<file path="src/rtl/ray_pkg.sv">
// Shared types for the renderer output path: packed shade type, frame size defaults
// and the output sequencer states.
package ray_pkg;

    typedef struct packed {
        logic [7:0] r;
        logic [7:0] g;
        logic [7:0] b;
    } rgb_t;

    localparam int FRAME_W_DEF = 640;
    localparam int FRAME_H_DEF = 480;

    typedef enum logic [1:0] {
        IDLE   = 2'd0,
        ACTIVE = 2'd1,
        FLUSH  = 2'd2
    } state_e;

    // Counter width that never collapses to zero bits for a single-value range.
    function automatic int cnt_width(input int n);
        return (n > 1) ? $clog2(n) : 1;
    endfunction

endpackage

</file>
<file path="src/rtl/pixel_fifo.sv">
// Synchronous first-word fall-through FIFO: head is valid whenever empty is low.
// Push is ignored when full and pop is ignored when empty.
module pixel_fifo #(
    parameter int WIDTH = 24,
    parameter int DEPTH = 4
) (
    input  logic             clk,
    input  logic             rst,
    input  logic             push,
    input  logic [WIDTH-1:0] din,
    input  logic             pop,
    output logic             full,
    output logic             empty,
    output logic [WIDTH-1:0] head
);
    localparam int AW = $clog2(DEPTH);
    localparam int CW = AW + 1;
    localparam logic [CW-1:0] DEPTH_C = CW'(DEPTH);

    logic [WIDTH-1:0] mem_q [DEPTH];
    logic [AW-1:0]    wr_ptr_q, wr_ptr_d;
    logic [AW-1:0]    rd_ptr_q, rd_ptr_d;
    logic [CW-1:0]    count_q, count_d;
    logic             do_push_s, do_pop_s;

    assign full      = (count_q == DEPTH_C);
    assign empty     = (count_q == {CW{1'b0}});
    assign do_push_s = push && !full;
    assign do_pop_s  = pop && !empty;
    assign head      = mem_q[rd_ptr_q];

    // Pointer and occupancy next-state; pointers wrap naturally at a power-of-two depth.
    always_comb begin
        wr_ptr_d = wr_ptr_q;
        rd_ptr_d = rd_ptr_q;
        count_d  = count_q;
        if (do_push_s) begin
            wr_ptr_d = wr_ptr_q + AW'(1);
        end else begin
            wr_ptr_d = wr_ptr_q;
        end
        if (do_pop_s) begin
            rd_ptr_d = rd_ptr_q + AW'(1);
        end else begin
            rd_ptr_d = rd_ptr_q;
        end
        case ({do_push_s, do_pop_s})
            2'b10:   count_d = count_q + CW'(1);
            2'b01:   count_d = count_q - CW'(1);
            default: count_d = count_q;
        endcase
    end

    // Pointer and occupancy registers.
    always_ff @(posedge clk) begin
        if (rst) begin
            wr_ptr_q <= {AW{1'b0}};
            rd_ptr_q <= {AW{1'b0}};
            count_q  <= {CW{1'b0}};
        end else begin
            wr_ptr_q <= wr_ptr_d;
            rd_ptr_q <= rd_ptr_d;
            count_q  <= count_d;
        end
    end

    // Storage; contents are only observed through head while not empty.
    always_ff @(posedge clk) begin
        if (do_push_s) begin
            mem_q[wr_ptr_q] <= din;
        end
    end

endmodule

</file>
<file path="src/rtl/pixel_stream_out.sv">
// Shaded-pixel to AXI4-Stream video bridge: buffers pixels in a FWFT FIFO, marks
// start-of-frame on tuser and end-of-line on tlast, and sequences one frame per start.
module pixel_stream_out
    import ray_pkg::*;
#(
    parameter int FRAME_W    = FRAME_W_DEF,
    parameter int FRAME_H    = FRAME_H_DEF,
    parameter int PIX_W      = 24,
    parameter int FIFO_DEPTH = 4
) (
    input  logic             clk,
    input  logic             rst,
    input  logic             start,
    input  logic             pix_valid,
    output logic             pix_ready,
    input  logic [PIX_W-1:0] pix_data,
    output logic             m_tvalid,
    input  logic             m_tready,
    output logic [PIX_W-1:0] m_tdata,
    output logic             m_tuser,
    output logic             m_tlast,
    output logic             busy,
    output logic             frame_done
);
    localparam int NPIX = FRAME_W * FRAME_H;
    localparam int IW   = $clog2(NPIX + 1);
    localparam int XW   = cnt_width(FRAME_W);
    localparam int YW   = cnt_width(FRAME_H);

    localparam logic [IW-1:0] NPIX_C    = IW'(NPIX);
    localparam logic [IW-1:0] LAST_IN_C = IW'(NPIX - 1);
    localparam logic [XW-1:0] X_LAST_C  = XW'(FRAME_W - 1);
    localparam logic [YW-1:0] Y_LAST_C  = YW'(FRAME_H - 1);

    state_e          state_q, state_d;
    logic [IW-1:0]   in_cnt_q, in_cnt_d;
    logic [XW-1:0]   x_q, x_d;
    logic [YW-1:0]   y_q, y_d;

    logic            fifo_full_s, fifo_empty_s;
    logic [PIX_W-1:0] fifo_head_s;
    logic            accept_s, pop_s, last_beat_s;

    assign pix_ready   = (state_q == ACTIVE) && (in_cnt_q < NPIX_C) && !fifo_full_s;
    assign accept_s    = pix_valid && pix_ready;
    assign m_tvalid    = !fifo_empty_s;
    assign pop_s       = m_tvalid && m_tready;
    assign last_beat_s = pop_s && (x_q == X_LAST_C) && (y_q == Y_LAST_C);

    assign m_tdata     = fifo_empty_s ? {PIX_W{1'b0}} : fifo_head_s;
    assign m_tuser     = m_tvalid && (x_q == {XW{1'b0}}) && (y_q == {YW{1'b0}});
    assign m_tlast     = m_tvalid && (x_q == X_LAST_C);
    assign busy        = (state_q != IDLE);
    // Reset outranks the final handshake so an interrupted frame never reports done.
    assign frame_done  = (state_q == FLUSH) && last_beat_s && !rst;

    pixel_fifo #(
        .WIDTH (PIX_W),
        .DEPTH (FIFO_DEPTH)
    ) u_fifo (
        .clk   (clk),
        .rst   (rst),
        .push  (accept_s),
        .din   (pix_data),
        .pop   (pop_s),
        .full  (fifo_full_s),
        .empty (fifo_empty_s),
        .head  (fifo_head_s)
    );

    // Frame sequencer next state.
    always_comb begin
        state_d = state_q;
        case (state_q)
            IDLE: begin
                if (start) begin
                    state_d = ACTIVE;
                end else begin
                    state_d = IDLE;
                end
            end
            ACTIVE: begin
                if (accept_s && (in_cnt_q == LAST_IN_C)) begin
                    state_d = FLUSH;
                end else begin
                    state_d = ACTIVE;
                end
            end
            FLUSH: begin
                if (last_beat_s) begin
                    state_d = IDLE;
                end else begin
                    state_d = FLUSH;
                end
            end
            default: state_d = IDLE;
        endcase
    end

    // Input pixel count, cleared when a frame is launched.
    always_comb begin
        in_cnt_d = in_cnt_q;
        if ((state_q == IDLE) && start) begin
            in_cnt_d = {IW{1'b0}};
        end else if (accept_s) begin
            in_cnt_d = in_cnt_q + IW'(1);
        end else begin
            in_cnt_d = in_cnt_q;
        end
    end

    // Output raster position, advanced per handshake; wraps to 0,0 after the last beat.
    always_comb begin
        x_d = x_q;
        y_d = y_q;
        if (pop_s) begin
            if (x_q == X_LAST_C) begin
                x_d = {XW{1'b0}};
                if (y_q == Y_LAST_C) begin
                    y_d = {YW{1'b0}};
                end else begin
                    y_d = y_q + YW'(1);
                end
            end else begin
                x_d = x_q + XW'(1);
                y_d = y_q;
            end
        end else begin
            x_d = x_q;
            y_d = y_q;
        end
    end

    // State and counter registers.
    always_ff @(posedge clk) begin
        if (rst) begin
            state_q  <= IDLE;
            in_cnt_q <= {IW{1'b0}};
            x_q      <= {XW{1'b0}};
            y_q      <= {YW{1'b0}};
        end else begin
            state_q  <= state_d;
            in_cnt_q <= in_cnt_d;
            x_q      <= x_d;
            y_q      <= y_d;
        end
    end

endmodule

</file>
<file path="config.mk">
export PLATFORM = sky130hd
export DESIGN_NAME = pixel_stream_out
export DESIGN_NICKNAME = d
export VERILOG_FILES = /design/src/rtl/ray_pkg.sv /design/src/rtl/pixel_fifo.sv /design/src/rtl/pixel_stream_out.sv
export SDC_FILE = /design/constraint.sdc
export NUM_CORES = 1
export LEC_CHECK = 0
export CORE_MARGIN = 2
export CORE_UTILIZATION = 60
export DETAILED_ROUTE_END_ITERATION = 12
export PLACE_DENSITY_LB_ADDON = 0.05
export SKIP_CTS_REPAIR_TIMING = 1
export SYNTH_ARGS = -nofsm -noshare
export SYNTH_HDL_FRONTEND = slang
export SYNTH_HIERARCHICAL = 1
export SYNTH_SLANG_ARGS = --single-unit
</file>
<file path="constraint.sdc">
create_clock -name clk -period 6.45 [get_ports clk]
set_input_delay 0.9675 -clock clk [delete_from_list [all_inputs] [get_ports clk]]
set_output_delay 0.9675 -clock clk [all_outputs]
set_load 0.01 [all_outputs]
</file>
# Word-level counts from Yosys, hierarchy flattened
# Memories as Yosys holds them, arrays and structs flattened. A register that Yosys moved wholly into a read port is not among the register bits.
# Cells that the tools add are included.
# word_totals
regBits,47
ramBits,96
inputBits,29
out_inout_bits,30
elab_cells,62
mem_count,1
# memory_table
name,words,width,rd,rd_ports_with_merged_regs,wr,line_no,text
u_fifo.mem_q,4,24,1,1,1,pixel_fifo.sv:20,logic [WIDTH-1:0] mem_q [DEPTH];
# classes
n_addsub,7
order_cmp,1
eq_ne,8
mux,12
n_reduce_logical,26
# op_table
op,n
24-bit 2-to-1 mux,1
"19-bit by 1-bit adder with 19-bit output, second input constant",1
"19-bit == test, second input constant",1
"19-bit less-than comparator, second input constant",1
1-bit logical AND,15
"10-bit by 1-bit adder with 10-bit output, second input constant",1
"10-bit == test, second input constant",1
10-bit logical NOT,1
10-bit 2-to-1 mux,1
"9-bit by 1-bit adder with 9-bit output, second input constant",1
"9-bit == test, second input constant",1
9-bit logical NOT,1
9-bit 2-to-1 mux,1
2-bit 2-to-1 mux,4
2-bit case mux with 3 select lines,1
3-bit case mux with 2 select lines,1
"2-bit by 1-bit adder with 2-bit output, second input constant",2
"2-bit by 1-bit == test with 1-bit output, second input constant",2
"2-bit == test, second input constant",2
2-bit nonzero test,2
"3-bit by 1-bit adder with 3-bit output, second input constant",1
"3-bit == test, second input constant",1
1-bit logical NOT,3
3-bit logical NOT,1
other kinds (5),7

# Depth between registers and ports, before layout
# Gate-level depths: netlist of run 1.
# logic_depth
depth_word,7
ltp_mapped,14
depth_no_buf,13

# Hierarchy
# The synthesis of run 1 kept the hierarchy.
# by_module_without_submodules
mod,instances,cells_per_inst,area_each_um2,seq_area_each_um2
pixel_fifo,1,180,3978.8,3062.9
pixel_stream_out,1,272,2190.9,800.8

# Worst setup path after synthesis of run 1
# Ideal clock, no wire load.
# synth_timing
path_kind,input -> output
from,input m_tready
to,output frame_done
t_arrival_ns,2.058
t_required_ns,5.483
setup_slack_ns,3.425
cell_stages,6
n_path_buf,2
cell_sequence,nand2b_1 -> buf_2 -> nor4_1 -> and2_1 -> clkbuf_1 -> and4b_1
# synth_between
elab_chain_cells,5
# synth_lines
item,line_no,text
from (decl),pixel_stream_out.sv:18,"input logic m_tready,"
1-bit logical AND,pixel_stream_out.sv:47,assign pop_s = m_tvalid && m_tready;
1-bit logical AND (2 in series),pixel_stream_out.sv:48,assign last_beat_s = pop_s && (x_q == X_LAST_C) && (y_q == Y_LAST_C);
1-bit logical AND (2 in series),pixel_stream_out.sv:55,assign frame_done = (state_q == FLUSH) && last_beat_s && !rst;
to (decl),pixel_stream_out.sv:23,output logic frame_done
# No other way between the ends.

# Worst setup path after layout of run 1
# Ends and elaborated chain as after synthesis.

==> results of run 1 <==
[area by class of cell]
| cell class | count | share of cell area (%) |
|---|---|---|
| clock buffers | 18 | 5.622 |
| clock inverters | 14 | 2.188 |
| inverters | 17 | 0.8584 |
| flip-flops and latches | 145 | 51.99 |
| well taps | 136 | 2.289 |
| multi-input cells | 270 | 28.53 |
| repair buffers | 65 | 8.517 |
[worst max-delay path: stages]
cell	delay [ns]
clkdlybuf4s50_1	0.45
nand2b_1	0.16
nor4_1	0.31
buf_4	0.22
and2_1	0.27
and4b_1	0.23
clkdlybuf4s50_1	0.53
[through the flow]
step	total power [mW]	setup slack [ns]
after detailed placement	1.145	2.239
after floorplan	1.082	3.425
after global routing	2.135	2.109
after global placement	1.142	2.364
final	2.069	2.345
after CTS	2.089	2.313
[metal layers]
metal | share of wire (%) | up-vias | global-route usage (%)
met5 | 0 | - | 0
met4 | 1.2 | 0 | 7.429
met3 | 3.9 | 11 | 4.700
met2 | 52 | 89 | 35.85
met1 | 42 | 1791 | 25.85
li1 | - | 1799 | -
[cell usage in the layout (no fill, tap or decap), types with 8 or more instances in the layout]
| master | count |
|---|---|
| a21oi_1 | 10 |
| and2_1 | 8 |
| clkbuf_16 | 16 |
| clkdlybuf4s50_1 | 58 |
| dfxtp_1 | 48 |
| edfxtp_1 | 96 |
| ha_1 | 10 |
| inv_1 | 17 |
| mux4_2 | 20 |
| nand2_1 | 22 |
| nand3_1 | 9 |
| nand4_1 | 11 |
| nor2_1 | 38 |
| nor2b_1 | 23 |
| nor3_1 | 20 |
| nor4_1 | 12 |
| xnor2_1 | 23 |
| xor2_1 | 11 |
[registers in the layout, summed over array words and instances (netlist names), named ones only]
name,flops
u_fifo/wr_ptr_q,2
u_fifo/count_q,3
state_q,2
u_fifo/mem_q,96
y_q,9
x_q,10
u_fifo/rd_ptr_q,2
in_cnt_q,19
[where the power goes]
group          internal [mW]  switching (mW)  total, mW
logic                 0.0595          0.0545      0.114
clock network          0.586           0.358      0.944
registers               1.00         0.00798       1.01
[cell families after synthesis]
| group | count (synthesis) | synth area share [%] |
|---|---|---|
| xor gates and xnor gates | 34 | 4.827 |
| and+or+nand+nor | 177 | 15.80 |
| buffers and inverters | 37 | 3.083 |
| DFF | 145 | 62.62 |
| muxes | 26 | 9.329 |
| AOI/OAI and AO/OA | 22 | 1.987 |
| adders and majority gates | 11 | 2.352 |
[worst max path at each step]
stage / start / endpoint / depth (start not counted)
detailed placement: pix_valid / u_fifo/mem_q[0][0] / 7
global route: u_fifo/count_q[0] / frame_done / 8
finish: m_tready / frame_done / 7
CTS: u_fifo/count_q[0] / frame_done / 8
global placement: m_tready / frame_done / 7
floorplan: m_tready / frame_done / 6
==> reports/metrics.yaml, run 1 <==
final_core_util_pct: 73.32
die_w_um: 105.4
r2r_end: "u_fifo/mem_q[0][10]"
place_congestion: 0.8196
numCtsBuffers: 17
status: "completed"
vias_per_cell: 5.549
vias: 3690
hpwl_um: 6887
clock_skew_ns: 0.01557
drt-initial-drc-count: 173
whs_ns: 0.5192
powerDensity_mw_per_mm2: 278.3
drive_above_1_share_pct: 11.72
arrival_ns: 3.14
synth_flop_cell: "edfxtp_1"
fp-row-count: 37
holdPathStages: 2
drv_cap: 0
holdCritPathClass: "reg -> reg"
finalHoldViolCount: 0
ios: 59
first_pass_iters: 4
wire_per_inst_um: 16.06
grt_overflow: 0
synth_common_cells: "96 x edfxtp_1, 49 x dfxtp_1, 38 x nor2_1, 23 x nor2b_1, 23 x xnor2_1"
yosysTopAreaCell: "edfxtp_1"
clock_sinks: 145
final_nets: 556
cp-end-kind: "output port"
slew_headroom_pct: 28.68
synth_edf_count: 96
criticalPathCategory: "in -> out"
synth.area.top_cells: "edfxtp_1 47%, dfxtp_1 16%, mux4_2 7.3%, xnor2_1 3.3%, nor2b_1 2.3%"
synth.avg_cell_area_um2: 13.65
yosysMostFrequentCell: "edfxtp_1"
yosysUniqueCellTypes: 44
crit_fanout: 11
min_from: "x_q[1]"
ant_nets: 0
initial_utilization_pct: 60.85
cts_tree: "built"
async_flop_share_pct: 0
slew_violations: 0
cp-start-kind: "primary input"
dpl_cell_area_mm2: 0.006853
insertion_delay_ns: 0.52
yosysWarnings: 6
areaGrowthSynthToFinish_pct: 20.48
path_clk_slew_ns: 0.06
min_period_over_period_pct: 63.64
route.detailed.drc: 0
vdd_drop_max_v: 0.0001993
cp.required_ns: 5.48
synth_fp_nets: 492
routed_wl_um: 10680
portBuffers: 58
grt_max_degree: 32
htreeDepth: 4
synth_cells: 452
fill_cells: 653
dp.cells: 633
grt.total_usage_pct: 20.80
r2r_start: "u_fifo/count_q[0]"
fin_setup_tns_ns: 0
r2r_slack_ns: 2.96
multi_input_area_mm2: 0.002121
leakage_nw: 2.427
max_freq_mhz: 243.6
final-seq-area_mm2: 0.003865
cts-root-buf: "clkbuf_8"
ys_seq_area_share_pct: 62.62
hold_end: "x_q[1]"
tightest_slew_ns: 1.066
dieArea_mm2: 0.01111
cts_buffer_depth: 2
netlist_area_mm2: 0.006170
yosysTopAreaCellShare_pct: 46.72
fin_area_mm2: 0.007433
grt_pass1_vias: 3728
grt_pass1_wl_um: 17730
finalSetupViolCount: 0
core_mm2: 0.01014
rsz0062_at_grt: "false"
fin_crit_ns: 4.105
final_cells: 665
antenna_found_initial: 0
r2r_cells: 8
antenna_cells: 0
fp.dieH_um: 105.4
ys_seq_elements: 145
Power figures use the tool's default switching activity.
==> run 2, diff against run 1 <==
--- a/config.mk
+++ b/config.mk
@@ -6,7 +6,7 @@
 export NUM_CORES = 1
 export LEC_CHECK = 0
 export CORE_MARGIN = 2
-export CORE_UTILIZATION = 60
+export CORE_UTILIZATION = 51
 export DETAILED_ROUTE_END_ITERATION = 12
 export PLACE_DENSITY_LB_ADDON = 0.05
 export SKIP_CTS_REPAIR_TIMING = 1
==> constraint.sdc (replaced) <==
create_clock -name clk -period 3.35 [get_ports clk]
set_input_delay 0.5025 -clock clk [delete_from_list [all_inputs] [get_ports clk]]
set_output_delay 0.5025 -clock clk [all_outputs]
set_load 0.01 [all_outputs]
==> reports/metrics.yaml, run 2 (synthesis gave the netlist of run 1 again) <==
tightest_slew_ns: 0.6597  # -0.4067 ns
holdCritPathClass: "reg -> reg"
cts-root-buf: "clkbuf_16"
slew_violations: 0  # unchanged
layout_common_cells: "96 x edfxtp_1, 58 x clkdlybuf4s50_1, 48 x dfxtp_1"
vias: 3672  # -0.49%
grt_pass1_vias: 3585  # -3.8%
fin_setup_tns_ns: 0  # unchanged
grt.total_usage_pct: 17.85  # -2.9 points
route.detailed.drc: 0  # unchanged
criticalPathCategory: "reg -> out"
crit_slowest_cell: "clkdlybuf4s50_1"
final-seq-area_mm2: 0.003865  # unchanged
die_w_um: 114.0  # +8.1%
fp.dieH_um: 114.0  # +8.1%
dieArea_mm2: 0.01299  # +17%
cp-end-kind: "output port"
clock_sinks: 145  # unchanged
finalHoldViolCount: 0  # unchanged
fin_crit_ns: 3.008
total_power_mw: 4.197  # +100%
crit_chain: "ha_1 > nand4_1 > nor4b_1 > and2_1 > and4b_1 > clkdlybuf4s50_1"
hpwl_um: 6693  # -2.8%
leakage_nw: 2.504  # +3.2%
largest-register: "u_fifo/mem_q"
clock_skew_ns: 0.006162  # -0.009405 ns
drt-initial-drc-count: 208  # +20%
portBuffers: 58  # unchanged
routedLengthMet1_um: 4880  # +7.5%
crit_family: "simple AND/OR/NAND/NOR gates"
layout_commonest_cell: "edfxtp_1"
htreeDepth: 4  # unchanged
fp-row-count: 40  # +8.1%
met3_wirelength_um: 492  # +17%
ant_nets: 0  # unchanged
antenna_found_initial: 0  # unchanged
route.met2.wl_um: 5326  # -4.7%
core_mm2: 0.01191  # +17%
vias_per_cell: 5.376  # -3.1%
cts_tree: "built"
cp-start-kind: "flop"
areaGrowthSynthToFinish_pct: 22.61
top_layer_used: "met4"
grt_overflow: 0  # unchanged
drv_cap: 0  # unchanged
largest_reg_flops: 96  # unchanged
max_freq_mhz: 332.4
grt_max_degree: 31  # -3.1%
status: "completed"
drive_above_1_share_pct: 12.87  # +1.2 points
cp.required_ns: 2.85  # -2.63 ns
crit_fanout: 4  # -7
final_nets: 563  # +1.3%
final_core_util_pct: 63.51  # -9.8 points
routed_wl_um: 10850  # +1.6%
insertion_delay_ns: 0.42  # -0.10 ns
r2r_slack_ns: 0.71  # -2.25 ns
rsz0062_at_grt: "false"
antenna_cells: 0  # unchanged
slowest_delay_ns: 0.53  # about the same
reg_top3: "u_fifo/mem_q x96, in_cnt_q x19, x_q x10"
arrival_ns: 2.51  # -0.63 ns
slew_headroom_pct: 55.91  # +27 points
grt_pass1_wl_um: 17600  # -0.74%
path_buf_inv: 1  # -2
place_congestion: 0.7709  # -5.9%
powerDensity_mw_per_mm2: 554.9  # +99%
path_clk_slew_ns: 0.06  # about the same
fill_cells: 912  # +40%
wire_per_inst_um: 15.89  # -1.1%
multi_input_area_mm2: 0.002121  # unchanged
ios: 59  # unchanged
numCtsBuffers: 17  # unchanged
min_period_over_period_pct: 89.80
first_pass_iters: 4  # unchanged
initial_utilization_pct: 51.80  # -9.1 points
finalSetupViolCount: 0  # unchanged
cts_buffer_depth: 2  # unchanged
vdd_drop_max_v: 0.0003000  # +51%
[run 2: cell count changes in the layout (fill, tap and decap cells not counted), sizes merged]
cell	previous run	this run
clkbuf	18	21
clkinvlp	4	1
buf	7	14
inv	19	17
bufinv	3	5
[run 2: path summary, 6_finish.rpt]
path | start | end | cells after the start
hold reg to reg | in_cnt_q[18] | in_cnt_q[18] | 2
setup reg to reg | u_fifo/count_q[0] | u_fifo/count_q[2] | 13
hold / removal | in_cnt_q[18] | in_cnt_q[18] | 2
setup / recovery | y_q[0] | frame_done | 6
[run 2: final cells by class]
class	instances	share of cell area (%)
clock inverters	11	2.448
repair buffers	72	9.064
flip-flops and latches	145	51.09
inverters	17	0.8435
well taps	147	2.431
clock buffers	21	6.087
multi-input cells	270	28.03
[run 2: power breakdown]
| part | total, mW | leakage [nW] | internal (mW) | switching, mW |
|---|---|---|---|---|
| Clock | 2.03 | 0.314 | 1.35 | 0.676 |
| Sequential | 1.94 | 1.26 | 1.93 | 0.0134 |
| Combinational | 0.224 | 0.925 | 0.117 | 0.107 |
[run 2: per-stage QoR]
step           std cells  hold WS, ns  setup slack, ns  area, µm²
2_1_floorplan        452       0.4521           0.7947       6170
3_5_place_dp         651       0.4847           0.4569       6919
4_1_cts              683       0.4962           0.2710       7565
3_3_place_gp         651       0.4708           0.4296       6919
6_report             683       0.4923           0.3416       7565
5_1_grt              683       0.5489           0.1855       7565
[run 2: tightest hold or removal path, cell delays in order (launching register included)]
cell and delay [ns]:
dfxtp_1 0.34, a31oi_1 0.05, nor2_1 0.07
[run 2: metal layers]
layer / up-vias / track usage, %
met5: - / 0
met4: 0 / 7.805
met3: 13 / 4.782
met2: 78 / 29.40
met1: 1770 / 22.30
li1: 1811 / -
==> run 3, diff against run 2 <==
--- a/config.mk
+++ b/config.mk
@@ -7,6 +7,7 @@
 export LEC_CHECK = 0
 export CORE_MARGIN = 2
 export CORE_UTILIZATION = 51
+export CTS_CLUSTER_DIAMETER = 120
 export DETAILED_ROUTE_END_ITERATION = 12
 export PLACE_DENSITY_LB_ADDON = 0.05
 export SKIP_CTS_REPAIR_TIMING = 1
==> results of run 3 <==
Same layout as run 2: the final DEF is identical, and so are final timing and power.
